File: src/rtl/mk_test_udp_ip_arp_eth_cmac_rx_tx.sv
// mk_test_udp_ip_arp_eth_cmac_rx_tx
// Loopback traffic generator and checker for a UDP/IP/ARP/Ethernet stack.
// TX side configures the stack once, then sends PKT_NUM numbered packets.
// The number of packets in flight is limited to MAX_OUTSTANDING.
// RX side regenerates every expected packet from its own index and counts mismatches.
// Optional macro TEST_REPORT_EN adds simulation-only mismatch reports, plus PASS/FAIL and $finish at the end.
module mk_test_udp_ip_arp_eth_cmac_rx_tx #(
  parameter int PKT_NUM         = 64,
  parameter int MAX_OUTSTANDING = 4
) (
  input  logic         udp_clk,
  input  logic         udp_reset,
  output logic         m_udp_config_valid,
  output logic [47:0]  m_udp_config_mac_addr,
  output logic [31:0]  m_udp_config_ip_addr,
  output logic [31:0]  m_udp_config_net_mask,
  output logic [31:0]  m_udp_config_gate_way,
  input  logic         m_udp_config_ready,
  output logic         m_udp_meta_valid,
  output logic [31:0]  m_udp_meta_ip_addr,
  output logic [5:0]   m_udp_meta_ip_dscp,
  output logic [1:0]   m_udp_meta_ip_ecn,
  output logic [15:0]  m_udp_meta_dst_port,
  output logic [15:0]  m_udp_meta_src_port,
  output logic [15:0]  m_udp_meta_data_len,
  input  logic         m_udp_meta_ready,
  output logic         m_data_stream_tvalid,
  output logic [255:0] m_data_stream_tdata,
  output logic [31:0]  m_data_stream_tkeep,
  output logic         m_data_stream_tfirst,
  output logic         m_data_stream_tlast,
  input  logic         m_data_stream_tready,
  input  logic         s_udp_meta_valid,
  input  logic [31:0]  s_udp_meta_ip_addr,
  input  logic [5:0]   s_udp_meta_ip_dscp,
  input  logic [1:0]   s_udp_meta_ip_ecn,
  input  logic [15:0]  s_udp_meta_dst_port,
  input  logic [15:0]  s_udp_meta_src_port,
  input  logic [15:0]  s_udp_meta_data_len,
  output logic         s_udp_meta_ready,
  input  logic         s_data_stream_tvalid,
  input  logic [255:0] s_data_stream_tdata,
  input  logic [31:0]  s_data_stream_tkeep,
  input  logic         s_data_stream_tfirst,
  input  logic         s_data_stream_tlast,
  output logic         s_data_stream_tready
);
  localparam logic [15:0] PKT_NUM_W = 16'(PKT_NUM);
  localparam logic [15:0] MAX_W     = 16'(MAX_OUTSTANDING);
  localparam logic [47:0] CFG_MAC   = 48'hD89C_679B_E3AA;
  localparam logic [31:0] CFG_IP    = 32'hC0A8_0001;
  localparam logic [31:0] CFG_MASK  = 32'hFFFF_FF00;
  localparam logic [31:0] CFG_GW    = 32'hC0A8_00FE;
  localparam logic [15:0] DST_PORT  = 16'h12B7;

  typedef enum logic [2:0] {
    S_IDLE = 3'd0, S_CONFIG = 3'd1, S_META = 3'd2, S_DATA = 3'd3, S_DONE = 3'd4
  } state_e;

  // Payload length of packet idx: ((idx mod 64) + 1) * 7 bytes.
  function automatic logic [15:0] pkt_len(input logic [15:0] idx);
    pkt_len = ((idx & 16'h003F) + 16'd1) * 16'd7;
  endfunction

  // Number of 32-byte beats needed for len bytes.
  function automatic logic [7:0] pkt_beats(input logic [15:0] len);
    pkt_beats = 8'((len + 16'd31) >> 5);
  endfunction

  // Byte enables of a beat: full except on the final beat, which keeps len mod 32 bytes.
  function automatic logic [31:0] beat_keep(input logic [15:0] len, input logic [7:0] beat);
    logic [4:0] rem;
    rem = 5'(len);
    if (beat != (pkt_beats(len) - 8'd1)) beat_keep = 32'hFFFF_FFFF;
    else if (rem == 5'd0)                beat_keep = 32'hFFFF_FFFF;
    else                                 beat_keep = ~(32'hFFFF_FFFF << rem);
  endfunction

  // Beat payload: lane j = (idx + 32*beat + j) mod 256, zero on lanes that are not kept.
  function automatic logic [255:0] beat_data(input logic [15:0] idx, input logic [7:0] beat,
                                             input logic [31:0] keep);
    logic [7:0] base;
    base = 8'(idx + {3'd0, beat, 5'd0});
    for (int j = 0; j < 32; j++) beat_data[j*8 +: 8] = keep[j] ? (base + 8'(j)) : 8'd0;
  endfunction

  // Expand per-byte enables into a per-bit mask.
  function automatic logic [255:0] byte_mask(input logic [31:0] keep);
    for (int j = 0; j < 32; j++) byte_mask[j*8 +: 8] = {8{keep[j]}};
  endfunction

  state_e state_q, state_d;
  logic [15:0] tx_idx_q, tx_idx_d, tx_sent_q, tx_sent_d;
  logic [7:0]  tx_beat_q, tx_beat_d;
  logic [15:0] rx_idx_q, rx_idx_d, rx_meta_idx_q, rx_meta_idx_d, err_cnt_q, err_cnt_d;
  logic [7:0]  rx_beat_q, rx_beat_d;
  logic        rx_ready_q;

  logic [15:0]  tx_len_s, rx_len_s, rx_cur_idx_s, meta_len_s;
  logic [31:0]  tx_keep_s, rx_keep_s;
  logic [255:0] tx_data_s, rx_data_s;
  logic [7:0]   rx_cur_beat_s;
  logic [16:0]  err_sum_s;
  logic tx_last_s, in_data_s, meta_go_s, cfg_hs_s, meta_hs_s, tx_hs_s;
  logic rx_meta_hs_s, rx_data_hs_s, rx_sync_s, rx_first_s, rx_last_s;
  logic meta_err_s, data_err_s, test_pass_s;

  // Current TX beat contents and the outstanding-packet gate for meta.
  always_comb begin
    tx_len_s  = pkt_len(tx_idx_q);
    tx_keep_s = beat_keep(tx_len_s, tx_beat_q);
    tx_last_s = (tx_beat_q == (pkt_beats(tx_len_s) - 8'd1));
    tx_data_s = beat_data(tx_idx_q, tx_beat_q, tx_keep_s);
    in_data_s = (state_q == S_DATA);
    // Once raised, this stays high: tx_sent_q is fixed in META and rx_idx_q only grows.
    meta_go_s = (state_q == S_META) && ((tx_sent_q - rx_idx_q) < MAX_W);
    cfg_hs_s  = m_udp_config_valid && m_udp_config_ready;
    meta_hs_s = m_udp_meta_valid && m_udp_meta_ready;
    tx_hs_s   = m_data_stream_tvalid && m_data_stream_tready;
  end

  assign m_udp_config_valid    = (state_q == S_CONFIG);
  assign m_udp_config_mac_addr = CFG_MAC;
  assign m_udp_config_ip_addr  = CFG_IP;
  assign m_udp_config_net_mask = CFG_MASK;
  assign m_udp_config_gate_way = CFG_GW;
  assign m_udp_meta_valid      = meta_go_s;
  assign m_udp_meta_ip_addr    = CFG_IP;
  assign m_udp_meta_ip_dscp    = 6'd0;
  assign m_udp_meta_ip_ecn     = 2'd0;
  assign m_udp_meta_dst_port   = DST_PORT;
  assign m_udp_meta_src_port   = tx_idx_q;
  assign m_udp_meta_data_len   = tx_len_s;
  assign m_data_stream_tvalid  = in_data_s;
  assign m_data_stream_tdata   = in_data_s ? tx_data_s : 256'd0;
  assign m_data_stream_tkeep   = in_data_s ? tx_keep_s : 32'd0;
  assign m_data_stream_tfirst  = in_data_s && (tx_beat_q == 8'd0);
  assign m_data_stream_tlast   = in_data_s && tx_last_s;
  assign s_udp_meta_ready      = rx_ready_q;
  assign s_data_stream_tready  = rx_ready_q;
  assign test_pass_s = (state_q == S_DONE) && (rx_idx_q == PKT_NUM_W) && (err_cnt_q == 16'd0);

  // TX state machine: next state, packet index, beat index and sent-meta count.
  always_comb begin
    state_d   = state_q;
    tx_idx_d  = tx_idx_q;
    tx_beat_d = tx_beat_q;
    tx_sent_d = tx_sent_q;
    case (state_q)
      S_IDLE: state_d = S_CONFIG;
      S_CONFIG: begin
        if (cfg_hs_s) state_d = S_META;
        else          state_d = S_CONFIG;
      end
      S_META: begin
        if (meta_hs_s) begin
          state_d   = S_DATA;
          tx_sent_d = tx_sent_q + 16'd1;
          tx_beat_d = 8'd0;
        end else begin
          state_d = S_META;
        end
      end
      S_DATA: begin
        if (tx_hs_s && tx_last_s) begin
          tx_beat_d = 8'd0;
          tx_idx_d  = tx_idx_q + 16'd1;
          if ((tx_idx_q + 16'd1) < PKT_NUM_W) state_d = S_META;
          else                                state_d = S_DONE;
        end else if (tx_hs_s) begin
          tx_beat_d = tx_beat_q + 8'd1;
        end else begin
          state_d = S_DATA;
        end
      end
      S_DONE:  state_d = S_DONE;
      default: state_d = S_IDLE;
    endcase
  end

  // TX registers.
  always_ff @(posedge udp_clk or negedge udp_reset) begin
    if (!udp_reset) begin
      state_q   <= S_IDLE;
      tx_idx_q  <= 16'd0;
      tx_beat_q <= 8'd0;
      tx_sent_q <= 16'd0;
    end else begin
      state_q   <= state_d;
      tx_idx_q  <= tx_idx_d;
      tx_beat_q <= tx_beat_d;
      tx_sent_q <= tx_sent_d;
    end
  end

  // RX checking: regenerate the expected beat/meta and flag mismatching handshakes.
  always_comb begin
    rx_meta_hs_s  = s_udp_meta_valid && rx_ready_q;
    rx_data_hs_s  = s_data_stream_tvalid && rx_ready_q;
    // A tfirst in the middle of a packet means tlast went missing: move on to the next packet.
    rx_sync_s     = s_data_stream_tfirst && (rx_beat_q != 8'd0);
    rx_cur_idx_s  = rx_sync_s ? (rx_idx_q + 16'd1) : rx_idx_q;
    rx_cur_beat_s = rx_sync_s ? 8'd0 : rx_beat_q;
    rx_len_s      = pkt_len(rx_cur_idx_s);
    rx_keep_s     = beat_keep(rx_len_s, rx_cur_beat_s);
    rx_data_s     = beat_data(rx_cur_idx_s, rx_cur_beat_s, rx_keep_s);
    rx_first_s    = (rx_cur_beat_s == 8'd0);
    rx_last_s     = (rx_cur_beat_s == (pkt_beats(rx_len_s) - 8'd1));
    data_err_s    = rx_data_hs_s && ((s_data_stream_tfirst != rx_first_s) ||
                    (s_data_stream_tlast != rx_last_s) || (s_data_stream_tkeep != rx_keep_s) ||
                    ((s_data_stream_tdata & byte_mask(rx_keep_s)) != rx_data_s));
    // Meta keeps its own index so a meta may run ahead of the data of the previous packet.
    meta_len_s    = pkt_len(rx_meta_idx_q);
    meta_err_s    = rx_meta_hs_s && ((s_udp_meta_ip_addr != CFG_IP) || (s_udp_meta_ip_dscp != 6'd0) ||
                    (s_udp_meta_ip_ecn != 2'd0) || (s_udp_meta_dst_port != DST_PORT) ||
                    (s_udp_meta_src_port != rx_meta_idx_q) || (s_udp_meta_data_len != meta_len_s));
    err_sum_s     = {1'b0, err_cnt_q} + {16'd0, meta_err_s} + {16'd0, data_err_s};
    err_cnt_d     = err_sum_s[16] ? 16'hFFFF : err_sum_s[15:0];
    rx_idx_d      = rx_idx_q;
    rx_beat_d     = rx_beat_q;
    rx_meta_idx_d = rx_meta_idx_q;
    if (rx_data_hs_s && s_data_stream_tlast) begin
      rx_idx_d  = rx_cur_idx_s + 16'd1;
      rx_beat_d = 8'd0;
    end else if (rx_data_hs_s) begin
      rx_idx_d  = rx_cur_idx_s;
      rx_beat_d = rx_cur_beat_s + 8'd1;
    end else begin
      rx_beat_d = rx_beat_q;
    end
    if (rx_meta_hs_s) rx_meta_idx_d = rx_meta_idx_q + 16'd1;
    else              rx_meta_idx_d = rx_meta_idx_q;
  end

  // RX registers, error counter and the always-ready RX handshake.
  always_ff @(posedge udp_clk or negedge udp_reset) begin
    if (!udp_reset) begin
      rx_idx_q      <= 16'd0;
      rx_beat_q     <= 8'd0;
      rx_meta_idx_q <= 16'd0;
      err_cnt_q     <= 16'd0;
      rx_ready_q    <= 1'b0;
    end else begin
      rx_idx_q      <= rx_idx_d;
      rx_beat_q     <= rx_beat_d;
      rx_meta_idx_q <= rx_meta_idx_d;
      err_cnt_q     <= err_cnt_d;
      rx_ready_q    <= 1'b1;
    end
  end

`ifdef TEST_REPORT_EN
  // Simulation-only reporting of each mismatch and of the final verdict.
  always @(posedge udp_clk) begin
    if (udp_reset) begin
      if (meta_err_s)
        $display("pkt %0d meta: exp src %h len %0d, act ip %h dscp %0d ecn %0d dst %h src %h len %0d",
                 rx_meta_idx_q, rx_meta_idx_q, meta_len_s, s_udp_meta_ip_addr, s_udp_meta_ip_dscp,
                 s_udp_meta_ip_ecn, s_udp_meta_dst_port, s_udp_meta_src_port, s_udp_meta_data_len);
      if (data_err_s)
        $display("pkt %0d beat %0d data: exp first %b last %b keep %h data %h, act first %b last %b keep %h data %h",
                 rx_cur_idx_s, rx_cur_beat_s, rx_first_s, rx_last_s, rx_keep_s, rx_data_s,
                 s_data_stream_tfirst, s_data_stream_tlast, s_data_stream_tkeep, s_data_stream_tdata);
      if ((state_q == S_DONE) && (rx_idx_q == PKT_NUM_W)) begin
        if (err_cnt_q == 16'd0) $display("PASS");
        else                    $display("FAIL errors=%0d", err_cnt_q);
        $finish;
      end
    end
  end
`endif

endmodule

File: config.mk
export PLATFORM = sky130hd
export DESIGN_NAME = mk_test_udp_ip_arp_eth_cmac_rx_tx
export DESIGN_NICKNAME = d
export VERILOG_FILES = /design/src/rtl/mk_test_udp_ip_arp_eth_cmac_rx_tx.sv
export SDC_FILE = /design/constraint.sdc
export NUM_CORES = 1
export LEC_CHECK = 0
export CORE_AREA = 2 2 351 353
export CTS_CLUSTER_DIAMETER = 100
export DETAILED_ROUTE_END_ITERATION = 6
export DIE_AREA = 0 0 353 355
export GPL_TIMING_DRIVEN = 0
export PLACE_DENSITY_LB_ADDON = 0.12
export SLEW_MARGIN = 0
export SYNTH_ARGS = -nofsm -noshare
export SYNTH_HDL_FRONTEND = slang
export SYNTH_SLANG_ARGS = --single-unit
export TNS_END_PERCENT = 50
File: constraint.sdc
create_clock -name udp_clk -period 8.45 [get_ports udp_clk]
set_input_delay 1.2675 -clock udp_clk [delete_from_list [all_inputs] [get_ports udp_clk]]
set_output_delay 1.2675 -clock udp_clk [all_outputs]
set_load 0.05 [all_outputs]
Word level (Yosys, flattened, before mapping)
Cells that the tools add are included.

word-level totals
  memory bits (writable) = 0
  output and inout bits = 527
  memories kept = 0
  bits in latches = 0
  register bits after elaboration = 68
  ROM bits = 0
  input port bits = 385

cells by class
  div/mod/pow operators = 0
  multiplexer cells = 52
  shift-type cells = 1
  $add $sub $neg = 42
  equal/unequal tests = 9
  bitwise logic cells = 1
  reduce and logical (&&, ||, !) cells = 19
  multipliers = 1
  $lt $le $gt $ge = 2

operator list
  cell                                                                           count
  8-bit two-way mux                                                              38
  256-bit two-way mux                                                            1
  8-bit by 5-bit adder with 8-bit output, second input constant                  16
  32-bit two-way mux                                                             3
  16-bit by 1-bit adder with 16-bit output, second input constant                4
  8-bit by 4-bit adder with 8-bit output, second input constant                  8
  16-bit two-way mux                                                             3
  8-bit by 3-bit adder with 8-bit output, second input constant                  4
  32-bit NOT                                                                     1
  32-bit by 5-bit << shifter with 32-bit output, first input constant            1
  8-bit by 1-bit adder with 8-bit output, second input constant                  3
  8-bit by 2-bit adder with 8-bit output, second input constant                  2
  16-bit by 3-bit less-than comparator with 1-bit output, second input constant  1
  16-bit by 7-bit less-than comparator with 1-bit output, second input constant  1
  8-bit case mux with 2 select lines                                             1
  16-bit subtractor                                                              1
  3-bit case mux with 5 select lines                                             1
  10-bit by 5-bit adder with 11-bit output, second input constant                1
  1-bit logical AND                                                              10
  7-bit by 3-bit multiplier with 10-bit output, second input constant            1
  3-bit two-way mux                                                              3
  8-bit adder                                                                    1
  8-bit == test                                                                  1
  8-bit logical NOT                                                              1
  17 further kinds                                                               20

Depth between registers and ports, before layout
Gate-level depths: netlist of run 1.

  word-level depth = 8
  gate-level depth with buffers = 27

Least setup slack after synthesis of run 1
OpenSTA, ideal clock, no wires.

  path kind = register -> output
  start = reg tx_idx_q[0], in the netlist m_udp_meta_src_port[0]
  end = out m_data_stream_tdata[155]
  arrival time = 7.336 ns
  stages on the path, launching flop included = 26
  path slack = -0.154 ns
  data required time = 7.183 ns
  buffers on the path = 5
  cells stage by stage = dfrtp_1 -> clkbuf_1 -> clkbuf_1 -> inv_1 -> ha_1 -> clkbuf_1 -> xor2_1 -> inv_1 -> xnor2_1 -> ha_1 -> inv_1 -> fa_1 -> xor2_2 -> inv_2 -> nor3_1 -> xnor2_1 -> ha_1 -> o311ai_0 -> mux2i_1 -> xnor2_1 -> and2_1 -> nand2_2 -> buf_6 -> buf_6 -> nor3_4 -> nor3_1

on the way
  word-level cells in the longest chain between the ends = 8
  elaborated cells between the ends (all ways) = 14
  those cells by class = add/sub: 5; mul: 1; eq/ne: 1; shift: 1; mux: 4; bitwise: 1; reduce/logical: 1

ends and longest elaborated chain
  element                                                                                                    line    RTL
  from (decl)                                                                                                93      logic [15:0] tx_idx_q, tx_idx_d, tx_sent_q, tx_sent_d;
  from (signal assigned)                                                                                     190     tx_idx_q <= tx_idx_d;
  6-bit by 1-bit adder with 7-bit output (*)                                                                 62      pkt_len = ((idx & 16'h003F) + 16'd1) * 16'd7;
  7-bit by 3-bit multiplier with 10-bit output (*)                                                           62
  via m_udp_meta_data_len[0]                                                                                 25      output logic [15:0] m_udp_meta_data_len,
  10-bit by 5-bit adder with 11-bit output or 32-bit by 5-bit << shifter with 32-bit output (tied branches)  67, 76
  6-bit by 1-bit subtractor with 7-bit output or 32-bit NOT (tied branches)                                  74, 76
  8-bit inequality test or 32-bit two-way mux (tied branches)                                                74, 75
  32-bit two-way mux (*)                                                                                     74      if (beat != (pkt_beats(len) - 8'd1)) beat_keep = 32'hFFFF_FFFF;
  8-bit two-way mux (*)                                                                                      84      for (int j = 0; j < 32; j++) beat_data[j*8 +: 8] = keep[j] ? (base + 8'(j)) : 8'd0;
  256-bit two-way mux (*)                                                                                    135     assign m_data_stream_tdata = in_data_s ? tx_data_s : 256'd0;
  to (decl)                                                                                                  28      output logic [255:0] m_data_stream_tdata,

The timed path passes the listed nets; every way through them passes the cells marked *.

Final worst setup path of run 1
  start = reg tx_idx_q[0], in the netlist m_udp_meta_src_port[0]
  end = out m_data_stream_tdata[195]

on the way
  word-level cells in the longest chain between the ends = 8
  elaborated cells between the ends (all ways) = 14
  those cells by class = add/sub: 5; mul: 1; eq/ne: 1; shift: 1; mux: 4; bitwise: 1; reduce/logical: 1

ends and longest elaborated chain
  element                                                                                                    line
  6-bit by 1-bit adder with 7-bit output                                                                     62
  7-bit by 3-bit multiplier with 10-bit output                                                               62
  10-bit by 5-bit adder with 11-bit output or 32-bit by 5-bit << shifter with 32-bit output (tied branches)  67, 76
  6-bit by 1-bit subtractor with 7-bit output or 32-bit NOT (tied branches)                                  74, 76
  8-bit inequality test or 32-bit two-way mux (tied branches)                                                74, 75
  32-bit two-way mux                                                                                         74
  8-bit two-way mux (*)                                                                                      84
  256-bit two-way mux (*)                                                                                    135

Mark *: on every way between the ends. The rest lies on a longest branch, timed or not.

==> impl_results.md, run 1 <==
* Slew Limit Fails at 0
* Worst Setup Path Type: reg2out
* Post-route minimum period at 8.12 ns
* Clock Sinks at 68
* Port Buffers at about 330
* Vias in the first global route at ~12,000
* Boundary pin count at around 910
* Worst-Margin Slew at 1.32 ns
* Synth top area share at 15.2%
* First-pass GRT wire length at 101,000 µm
* CTS H-Tree Depth at 3
* Sequential area share after synthesis at 15.2%
* Final wirelength at 74,000 µm
* Die height at 355 µm
* Ys flop type: dfrtp_1
* Area leader, netlist: dfrtp_1
* Max Cap Viol at 0
* Routed via count at 12,600
* Initial DRC Count at about 760
* Clk pin slew, worst setup/hold paths at roughly 0.070 ns
* Power Dens Cells at 179 mW/mm²
* Top cells by area, synth: dfrtp_1, buf_4, xor2_1
* M2 GR Usage at 18.9%
* NumNets Final at 2,593
* Syn-to-layout area delta at 62.2%
* Setup Viol. Count Final at 0
* LEAKAGE at 0.00844 µW
* Max-Slew Margin vs Limit at 11.7%
* Initial antenna violation count at 5
* Core area at roughly 0.12 mm²
* Total negative slack at 0 ns
* Ys async rst share at 100%
* Synth Instances at ~1,600
* Vias per inst at approximately 3.3
* Die area at between 0.1 and 0.15 mm²
* Final Power at 3250 µW
* Fraction of layout cells with a size suffix above 1 at 19.0%
* Chip width at 353 µm
* Critical path arrival at slightly below 7 ns
* Largest net degree at the start of global routing at 57
* Number of detailed-route iterations in the first pass at 5
* Synth warn at 0
* Final Hold Violating Endpoints at 0
* Total congestion overflow at 0
* WL per Instance at between 15 and 20 µm
* Final GP Congestion at 0.791
* Skew-Pair Late Insertion Delay at 0.36 ns
* CP Max Fanout at 10
* Most frequent cells in the layout: buf_4, nor2_1, conb_1
* Total CTS buffers at 9
* Startpoint Class: flop
* Critical path required time at 7.18 ns
* Post-Syn Area per Cell at 7.11 µm²
* Commonest non-fill, non-tap cell in the layout: buf_4
* Yosys reg bits at 68
* Initial Util at 9.21%
* DRC Markers at 0
* Final ANT Viol Nets at 0
* Fmax at 123 MHz
* CTS Root Cell: clkbuf_16
* Number of synthesized flops with an enable pin at 0
* Library cells used by synthesis at 82
* GRT Util Overall at approximately 11%
* Crit. End Element: output port
* VDD IR max at 127 µV
* Met3 usage at 3.07%
* # hold bufs at CTS at 0
* DP Wirelength at 61,500 µm
* GRT Max-Usage Layer: met2
* Fin Clk Skew at 0.0144 ns
* Worst hold-check path type: reg2reg
* Mapped Area at 0.0112 mm²
* Status: complete, no violations
* Rows at 128
* Grt met1 use at 14.9%
* Tcrit/Tclk final at 96.2%
* Bufs on Longest Clock Path at 2
* CTS tree: built
[worst max-delay path, cell delays in order (launching register included)]
cell	delay [ns]
dfrtp_2	0.44
clkbuf_4	0.23
clkbuf_8	0.24
clkinvlp_4	0.13
ha_1	0.30
buf_4	0.25
xor2_4	0.24
clkinvlp_4	0.15
xnor2_1	0.17
ha_1	0.22
inv_1	0.06
fa_1	0.52
nor2b_1	0.13
clkbuf_2	0.23
nand3_1	0.17
nand2_1	0.12
xnor2_1	0.09
ha_2	0.23
o311ai_0	0.35
mux2i_1	0.18
xnor2_2	0.20
and2_1	0.19
nand2_2	0.12
buf_6	0.24
o31ai_4	0.08
buf_12	0.20
nor2_1	0.37
dlygate4sd2_1	0.59
[power breakdown]
group / internal [µW] / switching (µW)
Combinational: 587 / 1840
Clock: 282 / 167
Sequential: 349 / 22.6
Total: 1220 / 2030
[path summary, 6_finish.rpt]
check / start / endpoint / slack, ns / cells past startpoint
worst min register to register: rx_idx_q[11]$_DFFE_PN0P_ / rx_idx_q[11]$_DFFE_PN0P_ / 0.47 / 1
worst min-delay path: rx_idx_q[11]$_DFFE_PN0P_ / rx_idx_q[11]$_DFFE_PN0P_ / 0.47 / 1
min in group asynchronous: udp_reset / rx_beat_q[2]$_DFFE_PN0P_ / 0.77 / 1
worst max-delay path: m_udp_meta_src_port[0]$_DFFE_PN0P_ / m_data_stream_tdata[195] / 0.33 / 27
worst max register to register: m_udp_meta_src_port[0]$_DFFE_PN0P_ / tx_beat_q[6]$_DFFE_PN0P_ / 1.86 / 26
max in group asynchronous: udp_reset / m_udp_meta_src_port[1]$_DFFE_PN0P_ / 7.05 / 2
[stage by stage]
stage | area, µm² | hold WS, ns | utilization (%) | setup slack, ns | cells
2_1_floorplan | 12000 | 0.440 | - | -0.154 | 1778
3_3_place_gp | 17300 | 0.468 | 14.2 | -3.40 | 3730
3_5_place_dp | 17300 | 0.463 | 14.3 | -2.88 | 3733
4_1_cts | 18000 | 0.475 | 14.8 | -0.0571 | 3777
5_1_grt | 18100 | 0.484 | 14.9 | -0.00173 | 3782
6_report | 18100 | 0.471 | 14.9 | 0.325 | 3783
[final cells by class]
cell class / instances / area [µm²]
Clock inverter: 3 / 68.8
Sequential cell: 68 / 1700
Antenna cell: 1 / 2.50
Inverter: 79 / 308
Multi-Input combinational cell: 1336 / 8330
Buffer: 294 / 1960
Clock buffer: 12 / 267
Fill cell: 14200 / 103000
Tap cell: 1625 / 2030
Timing Repair Buffer: 365 / 3460
[registers in the layout (all words and copies together) (netlist names)]
| signal | count |
|---|---|
| m_udp_meta_src_port | 16 |
| tx_beat_q | 8 |
| rx_beat_q | 8 |
| tx_sent_q | 16 |
| state_q | 3 |
| rx_idx_q | 16 |
| s_data_stream_tready | 1 |
[synthesized netlist by cell type, drive strengths merged, types with 7 or more instances]
| library cell | instances |
|---|---|
| nor2 | 233 |
| buf | 231 |
| nand2 | 129 |
| xor2 | 104 |
| xnor2 | 102 |
| nor3 | 83 |
| a21oi | 82 |
| inv | 76 |
| dfrtp | 68 |
| clkbuf | 64 |
| ha | 53 |
| o21ai | 40 |
| nand3 | 37 |
| a21o | 29 |
| nor2b | 27 |
| and3 | 24 |
| o31ai | 19 |
| nand4 | 16 |
| a31oi | 11 |
| nand2b | 11 |
| a211oi | 9 |
| nor4 | 8 |
| o21a | 8 |
| or4 | 8 |
| a22o | 7 |
| and2 | 7 |
[timing repair]
item,in CTS,in global routing
pin swaps,14,3
buffers inserted,29,6
gates resized for setup,338,111
setup endpoints to repair,310,280
cloned,0,0
[cell families (layout without fill, tap and decap cells)]
| kind of cell | Yosys count | after routing | synth area share [%] |
|---|---|---|---|
| AOI/OAI and AO/OA | 247 | 247 | 15.1 |
| buffers and inverters | 374 | 753 | 19.9 |
| and+or+nand+nor | 612 | 612 | 26.1 |
| xor gates and xnor gates | 207 | 207 | 16.5 |
| DFF | 68 | 68 | 15.2 |
| other | 2 | 208 | 0.0672 |
| adders and majority gates | 55 | 55 | 6.29 |
| muxes | 8 | 8 | 0.761 |
[per-layer routing]
| metal | routed length, µm | share of wire (%) | up-vias |
|---|---|---|---|
| met4 | 519 | 0.70 | 2 |
| li1 | - | - | 6001 |
| met2 | 34700 | 47 | 433 |
| met1 | 33700 | 46 | 6162 |
| met3 | 5080 | 6.9 | 22 |
| met5 | 13 | 0.018 | - |
Power figures use the tool's default switching activity.
==> run 2: changes to the inputs <==
Settings changed: ABC_AREA set to 1, CORE_AREA 2 2 351 353 to 2 2 352 354, DIE_AREA 0 0 353 355 to 0 0 354 356.
==> impl_results.md, run 2 <==
* Fraction of layout cells with a size suffix above 1 at 16.1%
* Critical path's slowest cell: clkbuf_1
* CP Max Fanout at 10
* Number of synthesized flops with an enable pin at 0
* CTS H-Tree Depth at 3
* Vias in the first global route at 12,700
* NumNets Final at 2,894
* Chip width at about 350 µm
* # hold bufs at CTS at 0
* Setup Viol. Count Final at 0
* Area of the multi-input gates at 0.00800 mm²
* Final GP Congestion at 0.779
* Final wirelength at 68,100 µm
* Largest stage delay, worst path at ~0.68 ns
* Area leader, netlist: dfrtp_1
* Top cells by area, synth: dfrtp_1, buf_4, nor2_1
* Post-Syn Area per Cell at 6.06 µm²
* First-pass GRT wire length at 95,100 µm
* Unrepaired setup endpoints after global routing: false
* Worst hold-check path type: reg2reg
* Ys flop type: dfrtp_1
* Synth top cells by count: nor2_1, nand2_1, inv_1, buf_4, xor2_1
* Tcrit/Tclk final at 95.8%
* Fin area at 0.0175 mm²
* WL per Instance at 16.6 µm
* Rows at 129
* Die height at 356 µm
* Setup ws final at 0.359 ns
* Synth top area share at 14.7%
* Initial Util at under 10%
* Largest net degree at the start of global routing at 36
* Initial DRC Count at 603
* Clock Sinks at 68
* Worst Setup Path Type: reg2out
* Fillers at 14,400
* Max-Slew Margin vs Limit at 11.0%
* Fin Clk Skew at 0.00680 ns
* Library cells used by synthesis at 47
* Mapped Area at roughly 0.012 mm²
* R2r setup slk at 2.25 ns
* Total negative slack at 0 ns
* Post-route minimum period at 8.09 ns
* Routed via count at 12,700
* Synth Instances at 1,906
* Slew Limit Fails at 0
* Startpoint Class: flop
* Commonest non-fill, non-tap cell in the layout: nor2_1
* Ys async rst share at 100%
* Final ANT Viol Nets at 0
* Core area at ~0.12 mm²
* GRT Util Overall at 10.4%
* Skew-Pair Late Insertion Delay at roughly 0.37 ns
* WP buf/inv at 7
* Hold WS at 0.491 ns
* DP Wirelength at 56,800 µm
* Status: complete, no violations
* Final Hold Violating Endpoints at 0
* Top Family by Delay on Critical Path: buffers and inverters
* CTS Root Cell: clkbuf_16
* Worst slack at placement at -1.96 ns
* Seq. cell area at 0.00171 mm²
* Bufs on Longest Clock Path at 2
* Crit. End Element: output port
* Critical path arrival at between 6 and 7 ns
* Count leader, synth: nor2_1
* Syn-to-layout area delta at 51.7%
* Synth warn at 0
* Sequential area share after synthesis at 14.7%
* Yosys reg bits at 68
* Total congestion overflow at 0
* Initial antenna violation count at 2
* Fmax at 124 MHz
* Max Cap Viol at 0
* ANT cells at 0
* Critical path required time at between 7 and 8 ns
* Dpl cell area at between 0.015 and 0.02 mm²
* Boundary pin count at 912
* Total CTS buffers at 9
* Most frequent cells in the layout: nor2_1, nand2_1, inv_1
* Port Buffers at roughly 330
* Worst-Margin Slew at 1.34 ns
* Number of detailed-route iterations in the first pass at 4
* Die area at 0.126 mm²
* Vias per inst at between 3 and 4
* CTS tree: built
* Clk pin slew, worst setup/hold paths at 0.06 ns
* DRC Markers at 0
[run 2: cell types whose count changed in the layout (fill, tap and decap cells not counted), sizes merged, moves of 27 or more]
cell / change
a21o: -29
nor2: +156
nand3: +55
xor2: +32
dlymetal6s2s: -39
nor2b: -27
clkbuf: +33
o21ai: +61
nor3: -57
buf: -42
inv: +172
nand2: +242
xnor2: -70
a21oi: -39
[run 2: kinds of logic after synthesis]
family                   after synthesis  share of synthesized area (%)
adder cells (fa/ha/maj)               55                           6.09
other                                  2                         0.0650
buffers and inverters                513                           23.7
AO/OA/AOI/OAI                        181                           8.63
XOR/XNOR                             168                           12.7
flip-flops                            68                           14.7
AND/OR/NAND/NOR                      919                           34.1
[run 2: cell type report]
type | instances | share of cell area, %
Multi-Input combinational cell | 1530 | 45.7
Timing Repair Buffer | 333 | 15.6
Tap cell | 1637 | 11.7
Buffer | 261 | 10.3
Sequential cell | 68 | 9.76
Inverter | 251 | 5.40
Clock buffer | 14 | 1.45
Clock inverter | 2 | 0.0572
[run 2: what timing repair did]
item / in CTS / in global routing
gates resized for setup: 325 / 157
endpoints found under the setup margin: 281 / 278
setup buffers: 0 / 4
[run 2: per-layer routing]
metal	share of wire (%)	GRT usage, %	up-vias
li1	-	-	6567
met1	41	11.7	5694
met2	51	19.3	402
met3	5.7	2.44	54
met4	3.0	3.08	2
met5	0.015	0	-
[run 2: final timing paths]
kind,startpoint,endpoint,depth (start not counted)
min,tx_sent_q[15]$_DFFE_PN0P_,tx_sent_q[15]$_DFFE_PN0P_,1
max in group asynchronous,udp_reset,m_udp_meta_src_port[1]$_DFFE_PN0P_,2
max reg2reg,m_udp_meta_src_port[2]$_DFFE_PN0P_,state_q[0]$_DFFE_PN0P_,26
max,m_udp_meta_src_port[2]$_DFFE_PN0P_,m_data_stream_tdata[167],27
min in group asynchronous,udp_reset,rx_beat_q[6]$_DFFE_PN0P_,1
min reg2reg,tx_sent_q[15]$_DFFE_PN0P_,tx_sent_q[15]$_DFFE_PN0P_,1
[run 2: metrics by stage]
stage	std cells	util, %
floorplan	2111	-
global placement	4076	14.4
detailed placement	4077	14.4
CTS	4092	14.4
global route	4096	14.3
finish	4096	14.3
Power of run 2 is not shown: default switching activity piles up to over one toggle a cycle in this logic, so the estimate is an artifact.
